[src/rtl/regfile_mp.sv]
// Multi-port integer register file with PC register, optional write-to-read
// forwarding and a per-register pending scoreboard for in-flight operands.
module regfile_mp #(
    parameter int XLEN   = 32,
    parameter int NREGS  = 32,
    parameter int NRD    = 2,
    parameter int NWR    = 2,
    parameter int BYPASS = 1,
    localparam int AW    = $clog2(NREGS),
    localparam int CW    = $clog2(NREGS + 1)
) (
    input  logic                clk,
    input  logic                reset,
    input  logic [XLEN-1:0]     PC_INIT,
    input  logic [NRD*AW-1:0]   RADR_SD,
    output logic [NRD*XLEN-1:0] RDATA_SR,
    output logic [NRD-1:0]      RVALID_SR,
    input  logic [NWR*AW-1:0]   WADR_SW,
    input  logic [NWR*XLEN-1:0] WDATA_SW,
    input  logic [NWR-1:0]      WENABLE_SW,
    input  logic [AW-1:0]       ISSUE_ADR_SD,
    input  logic                ISSUE_EN_SD,
    input  logic [XLEN-1:0]     WRITE_PC_SD,
    input  logic                WRITE_PC_ENABLE_SD,
    output logic [XLEN-1:0]     READ_PC_SR,
    output logic [CW-1:0]       PENDING_CNT_SR
);

    logic [XLEN-1:0] regs_reg [NREGS];
    logic [NREGS-1:0] pending_reg;
    logic [XLEN-1:0] pc_reg;

    // Ports are applied in ascending order so the highest index wins a
    // same-address collision; issue is applied last so a new producer issued
    // on the same edge as a write keeps the register pending.
    always_ff @(posedge clk) begin
        if (reset) begin
            for (int r = 0; r < NREGS; r++) begin
                regs_reg[r] <= '0;
            end
            pending_reg <= '0;
            pc_reg      <= PC_INIT;
        end else begin
            for (int j = 0; j < NWR; j++) begin
                if (WENABLE_SW[j] && (WADR_SW[j*AW +: AW] != '0)) begin
                    regs_reg[WADR_SW[j*AW +: AW]]    <= WDATA_SW[j*XLEN +: XLEN];
                    pending_reg[WADR_SW[j*AW +: AW]] <= 1'b0;
                end
            end
            if (ISSUE_EN_SD && (ISSUE_ADR_SD != '0)) begin
                pending_reg[ISSUE_ADR_SD] <= 1'b1;
            end
            if (WRITE_PC_ENABLE_SD) begin
                pc_reg <= WRITE_PC_SD;
            end
        end
    end

    genvar gi;
    generate
        for (gi = 0; gi < NRD; gi++) begin : g_read
            logic [AW-1:0]   radr;
            logic            hit;
            logic [XLEN-1:0] byp_data;

            assign radr = RADR_SD[gi*AW +: AW];

            always_comb begin
                hit      = 1'b0;
                byp_data = '0;
                if (BYPASS != 0) begin
                    for (int j = 0; j < NWR; j++) begin
                        if (WENABLE_SW[j] && (WADR_SW[j*AW +: AW] == radr) && (radr != '0)) begin
                            hit      = 1'b1;
                            byp_data = WDATA_SW[j*XLEN +: XLEN];
                        end
                    end
                end
            end

            assign RDATA_SR[gi*XLEN +: XLEN] = (radr == '0) ? '0 :
                                               (hit ? byp_data : regs_reg[radr]);
            assign RVALID_SR[gi] = (radr == '0) | ~pending_reg[radr] | hit;
        end
    endgenerate

    always_comb begin
        PENDING_CNT_SR = '0;
        for (int r = 0; r < NREGS; r++) begin
            PENDING_CNT_SR = PENDING_CNT_SR + CW'(pending_reg[r]);
        end
    end

    assign READ_PC_SR = pc_reg;

endmodule

[config.mk]
export PLATFORM = sky130hd
export DESIGN_NAME = regfile_mp
export DESIGN_NICKNAME = d
export VERILOG_FILES = /design/src/rtl/regfile_mp.sv
export SDC_FILE = /design/constraint.sdc
export NUM_CORES = 2
export LEC_CHECK = 0
export CELL_PAD_IN_SITES_DETAIL_PLACEMENT = 1
export CELL_PAD_IN_SITES_GLOBAL_PLACEMENT = 1
export CORE_MARGIN = 1
export CORE_UTILIZATION = 34
export DETAILED_ROUTE_END_ITERATION = 16
export PLACE_DENSITY = 0.6
export SLEW_MARGIN = 20
export SYNTH_ARGS = -nofsm -noshare
export SYNTH_HDL_FRONTEND = slang
export SYNTH_SLANG_ARGS = --single-unit
[constraint.sdc]
create_clock -name clk -period 7.65 [get_ports clk]
set_clock_uncertainty 0.15 [all_clocks]
set_input_delay 1.1475 -clock clk [delete_from_list [all_inputs] [get_ports clk]]
set_output_delay 1.1475 -clock clk [all_outputs]
set_load 0.1 [all_outputs]
# == Yosys cells after proc, flatten, opt, wreduce, memory -nomap -nowiden ==
# Memories as Yosys holds them, arrays and structs flattened.
# Index checks and enable logic that the tools add are counted.
# W data, S select, Z words.
# classes
div,0
n_mul,0
n_addsub,31
bitwise,11
shift,0
n_eq_ne,4
muxes,43
reduce_logical,24
n_lt_le_gt_ge,8
# ops
cell,count
$mux W32,17
$add A6 B1 Y6,26
$and A32 B32 Y32,2
$not A32 Y32,2
$reduce_or A32 Y1,2
$or A32 B32 Y32,1
$lt A5 B6 Y1 const B,5
$reduce_bool A5 Y1,5
$eq A5 B5 Y1,4
$mux W1,19
$demux W1 S5,3
$ge A5 B1 Y1 const B,3
$logic_and A1 B1 Y1,14
$bmux W1 S5,2
$logic_not A5 Y1,2
$mux W5,2
$add A5 B1 Y6,1
$add A4 B1 Y5,1
$add A3 B1 Y4,1
$or A1 B1 Y1,4
$add A2 B1 Y3,1
$add A1 B1 Y2,1
$not A1 Y1,2
$reduce_bool A2 Y1,1
# totals
reg_bits,64
ramBits,1024
out_inout_bits,104
inputBits,159
romBits,0
word_cells,124
n_memories,1
latchBits,0
# mem_list
name,words,width,read_ports,rd_clocked_by_memory_dff,wr,line,rtl
regs_reg,32,32,2,0,32,29,logic [XLEN-1:0] regs_reg [NREGS];

# == Depth between registers and ports, before layout ==
# logic_depth
depth_word,31
ltp_mapped,15
ltp_nobuf,15

# == Least setup slack after synthesis ==
# Ideal clock, no wire load.
# synth_timing
path_type,reg-to-output
from,register pending_reg[23]
to,output PENDING_CNT_SR[4]
arrival_ns,5.693
path_slack_ns,0.660
stages_incl_launch_ff,16
n_path_buf,0
required_time_ns,6.352
path_cell_list,dfxtp_1 inv_1 fa_1 fa_1 fa_1 fa_1 fa_1 fa_1 inv_1 ha_1 inv_1 fa_1 inv_1 a21o_1 a21oi_1 xnor2_1
# synth_via
elab_chain_len,9
# synth_lines
item,line,rtl
from (decl),30,logic [NREGS-1:0] pending_reg;
from (signal assigned),41,pending_reg <= '0;
"from (signal, indexed assignment)",47,pending_reg[WADR_SW[j*AW +: AW]] <= 1'b0;
"from (signal, indexed assignment)",51,pending_reg[ISSUE_ADR_SD] <= 1'b1;
$add A6 B1 Y6 (9 in a row),90,PENDING_CNT_SR = PENDING_CNT_SR + CW'(pending_reg[r]);
to (decl),26,output logic [CW-1:0] PENDING_CNT_SR
# Every way passes these cells.

# == Final worst setup path ==
# Same ends and word-level chain as after synthesis.

==> results.tsv <==
stage	metric	value	unit
clock_tree	cts repair resizes	0	
sta	Fin. Hold Viols	0	
layout	fin nets	4646	
drt	Routed WL	298300	µm
sta	Worst-Margin Slew	1.254	ns
die	core area	186000	µm²
global_routing	initial antenna violation count	4	
pwr	worst vdd ir	0.2316	mV
sta	Slew Limit Fails	0	
pwr	Leak	24.94	nW
status	status	finished clean	
layout	Area growth syn-to-layout	15.21	%
global_routing	GRT Overall Usage	30.63	%
global_routing	vias in the first global route	49445	
critical_path	Crit Path Category	reg -> out	
die	Die Span X	435.3	µm
layout	most frequent cells in the layout	edfxtp_1, a22o_1, mux4_2	
critical_path	CP endpoint	PENDING_CNT_SR[4]	
synth	mapped cell area	63830	µm²
global_routing	grt ovf	0	
global_routing	largest net degree at the start of global routing	129	
place	IO Port Bufs	262	
synth	Cells after Synth	4510	
synth	register area share after synthesis	50.68	%
clock_tree	worst skew pair latency	0.73	ns
sta	TNS Setup	0	ns
clock_tree	clock sink total	1088	
die	Die Span Y	435.3	µm
clock_tree	total CTS buffers	121	
place	Placement Cell Area	69630	µm²
drt	routed wire length per instance	42.41	µm
synth	ys flop type	edfxtp_1	
synth	number of synthesis warnings	0	
drt	Initial DRT Pass Iterations	8	
pwr	Total Power	16.35	mW
sta	Max Fclk	143.0	MHz
clock_tree	clk slew on worst S/H paths	0.06	ns
critical_path	r2r startpoint	pending_reg[30]	
critical_path	worst reg2reg setup slack	6.61	ns
critical_path	worst setup path startpoint	pending_reg[23]	
critical_path	startpoint type of the worst setup path	flop	
global_routing	first-pass GRT wire length	407000	µm
place	placer congestion estimate	0.9540	
die	total I/O pin count	263	
critical_path	CP endpoint kind	primary output	
synth	register bit total from synthesis	1088	
layout	final std cell area, no fill	73540	µm²
sta	Final setup viols	0	
die	full die area	189500	µm²
clock_tree	Clock Tree Buf Depth	3	
critical_path	CP arrival	5.70	ns
synth	Yosys cell types	63	
critical_path	reg2reg end	pending_reg[30]	
worst_hold_path	Worst Hold Class	reg -> reg	
sta	min cycle time layout	6.994	ns
place	dpl hpwl	174400	µm
sta	max_slew headroom	16.14	%
drt	initial drt markers	7182	
sta	RSZ-0062 raised after global routing	no	
drt	via count	49083	
clock_tree	CTS Hold Bufs	0	
clock_tree	H-tree Lvls	3	
layout	number of fill cells in the layout	18571	
layout	max reg flops	1024	
pwr	Cell Pwr Density	222.3	nW/µm²
layout	most common cell after layout, fill and taps aside	edfxtp_1	
critical_path	Required @ worst endpoint	6.35	ns
clock_tree	CTS tree	done	
drt	Routed Antenna Nets	0	
critical_path	Worst R2R Path Depth	2	
job	maxcap violations	0	
layout	fraction of layout cells with a size suffix above 1	24.64	%
drt	DR vias/cell	6.977	
synth	synthesized area per cell	14.15	µm²
drt	Remaining DRCs	0	
die	Starting Density	34.31	%
clock_tree	post-CTS setup buffers	0	
synth	count of flip-flops with a built-in enable after synthesis	1056	
clock_tree	root buf cell	clkbuf_16	
die	# rows	158	
critical_path	worst-path fanout max	3	
synth	fraction of registers with async set/reset	0	%
sta	period utilization	91.43	%
[logic make-up (layout without fill, tap and decap cells)]
group	count (synthesis)	in the layout	synth area share, %
AOI/OAI and AO/OA	1379	1379	18.16
other	1	34	0.005875
and+or+nand+nor	508	508	4.303
DFF	1088	1088	50.68
xor gates and xnor gates	23	23	0.3156
muxes	729	729	20.48
adders and majority gates	31	31	0.8899
buffers and inverters	751	763	5.161
[stage by stage]
| step | cells | utilization (%) | setup slack [ns] | hold slack [ns] |
|---|---|---|---|---|
| 2_1_floorplan | 4541 | - | 0.6597 | 0.3164 |
| 3_3_place_gp | 6812 | 37.42 | 1.367 | 0.3387 |
| 3_5_place_dp | 6813 | 37.43 | 1.364 | 0.3569 |
| 4_1_cts | 7033 | 39.52 | 0.5553 | 0.3691 |
| 5_1_grt | 7035 | 39.53 | 0.3706 | 0.3912 |
| 6_report | 7035 | 39.53 | 0.6555 | 0.3630 |
[worst min path at each step]
stage	startpoint	end	slack, ns	depth (start not counted)
after global placement	pending_reg[0]	pending_reg[0]	0.34	2
after detailed placement	pending_reg[0]	pending_reg[0]	0.36	2
after global routing	pending_reg[0]	pending_reg[0]	0.39	2
after CTS	pending_reg[0]	pending_reg[0]	0.37	2
after floorplan	pending_reg[0]	pending_reg[0]	0.32	2
final	pending_reg[0]	pending_reg[0]	0.36	2
[cell usage after synthesis, drive strengths merged, types with 16 or more instances]
library cell / instances / area [µm²]
nand2: 92 / 345.3
a22oi: 85 / 638.1
mux2: 55 / 619.3
nor2: 128 / 490.5
a221o: 44 / 440.4
buf: 354 / 1804
o221ai: 40 / 350.3
mux4: 456 / 10270
or2: 16 / 102.6
o21ai: 29 / 145.1
mux2i: 218 / 2182
or3: 25 / 156.4
a221oi: 31 / 271.5
a21oi: 34 / 170.2
fa: 24 / 480.5
a22o: 1020 / 8934
nor3: 119 / 740.7
inv: 55 / 206.5
edfxtp: 1056 / 31710
o22ai: 66 / 412.9
clkbuf: 341 / 1280
dfxtp: 32 / 640.6
nor2b: 56 / 350.3
[critical path: stages, from the launching register on]
cell and delay, ns:
dfxtp_1 0.35, inv_1 0.09, fa_1 0.57, fa_1 0.44, fa_1 0.55, fa_1 0.44, fa_1 0.52, fa_1 0.41
inv_1 0.07, ha_1 0.16, inv_1 0.07, fa_1 0.45, inv_1 0.07, a21o_1 0.10, a21oi_1 0.07, xnor2_1 0.23
buf_4 0.34
[per-layer routing]
metal  vias up  part of all wire (%)  global-route usage [%]
met5         -                     0                       0
met4         0                   6.6                   18.21
met3       931                    11                   7.313
met2      3647                    46                   48.49
met1     25923                    36                   38.02
li1      18582                     -                       -
[area by class of cell]
cell class	instances	area (µm²)	share of cell area, %
Sequential cell	1088	32350	43.99
Timing Repair Buffer	487	5090	6.922
Clock inverter	71	700.7	0.9528
Inverter	56	210.2	0.2859
Antenna cell	2	5.005	0.006806
Multi-Input combinational cell	2702	28880	39.27
Clock buffer	149	3197	4.347
Tap cell	2480	3103	4.220
[where the power goes]
group,switching (mW),total [mW],internal (mW)
Clock,2.58,5.93,3.35
Sequential,0.207,7.13,6.93
Combinational,2.19,3.28,1.09
(Power assumes the default switching activity.)
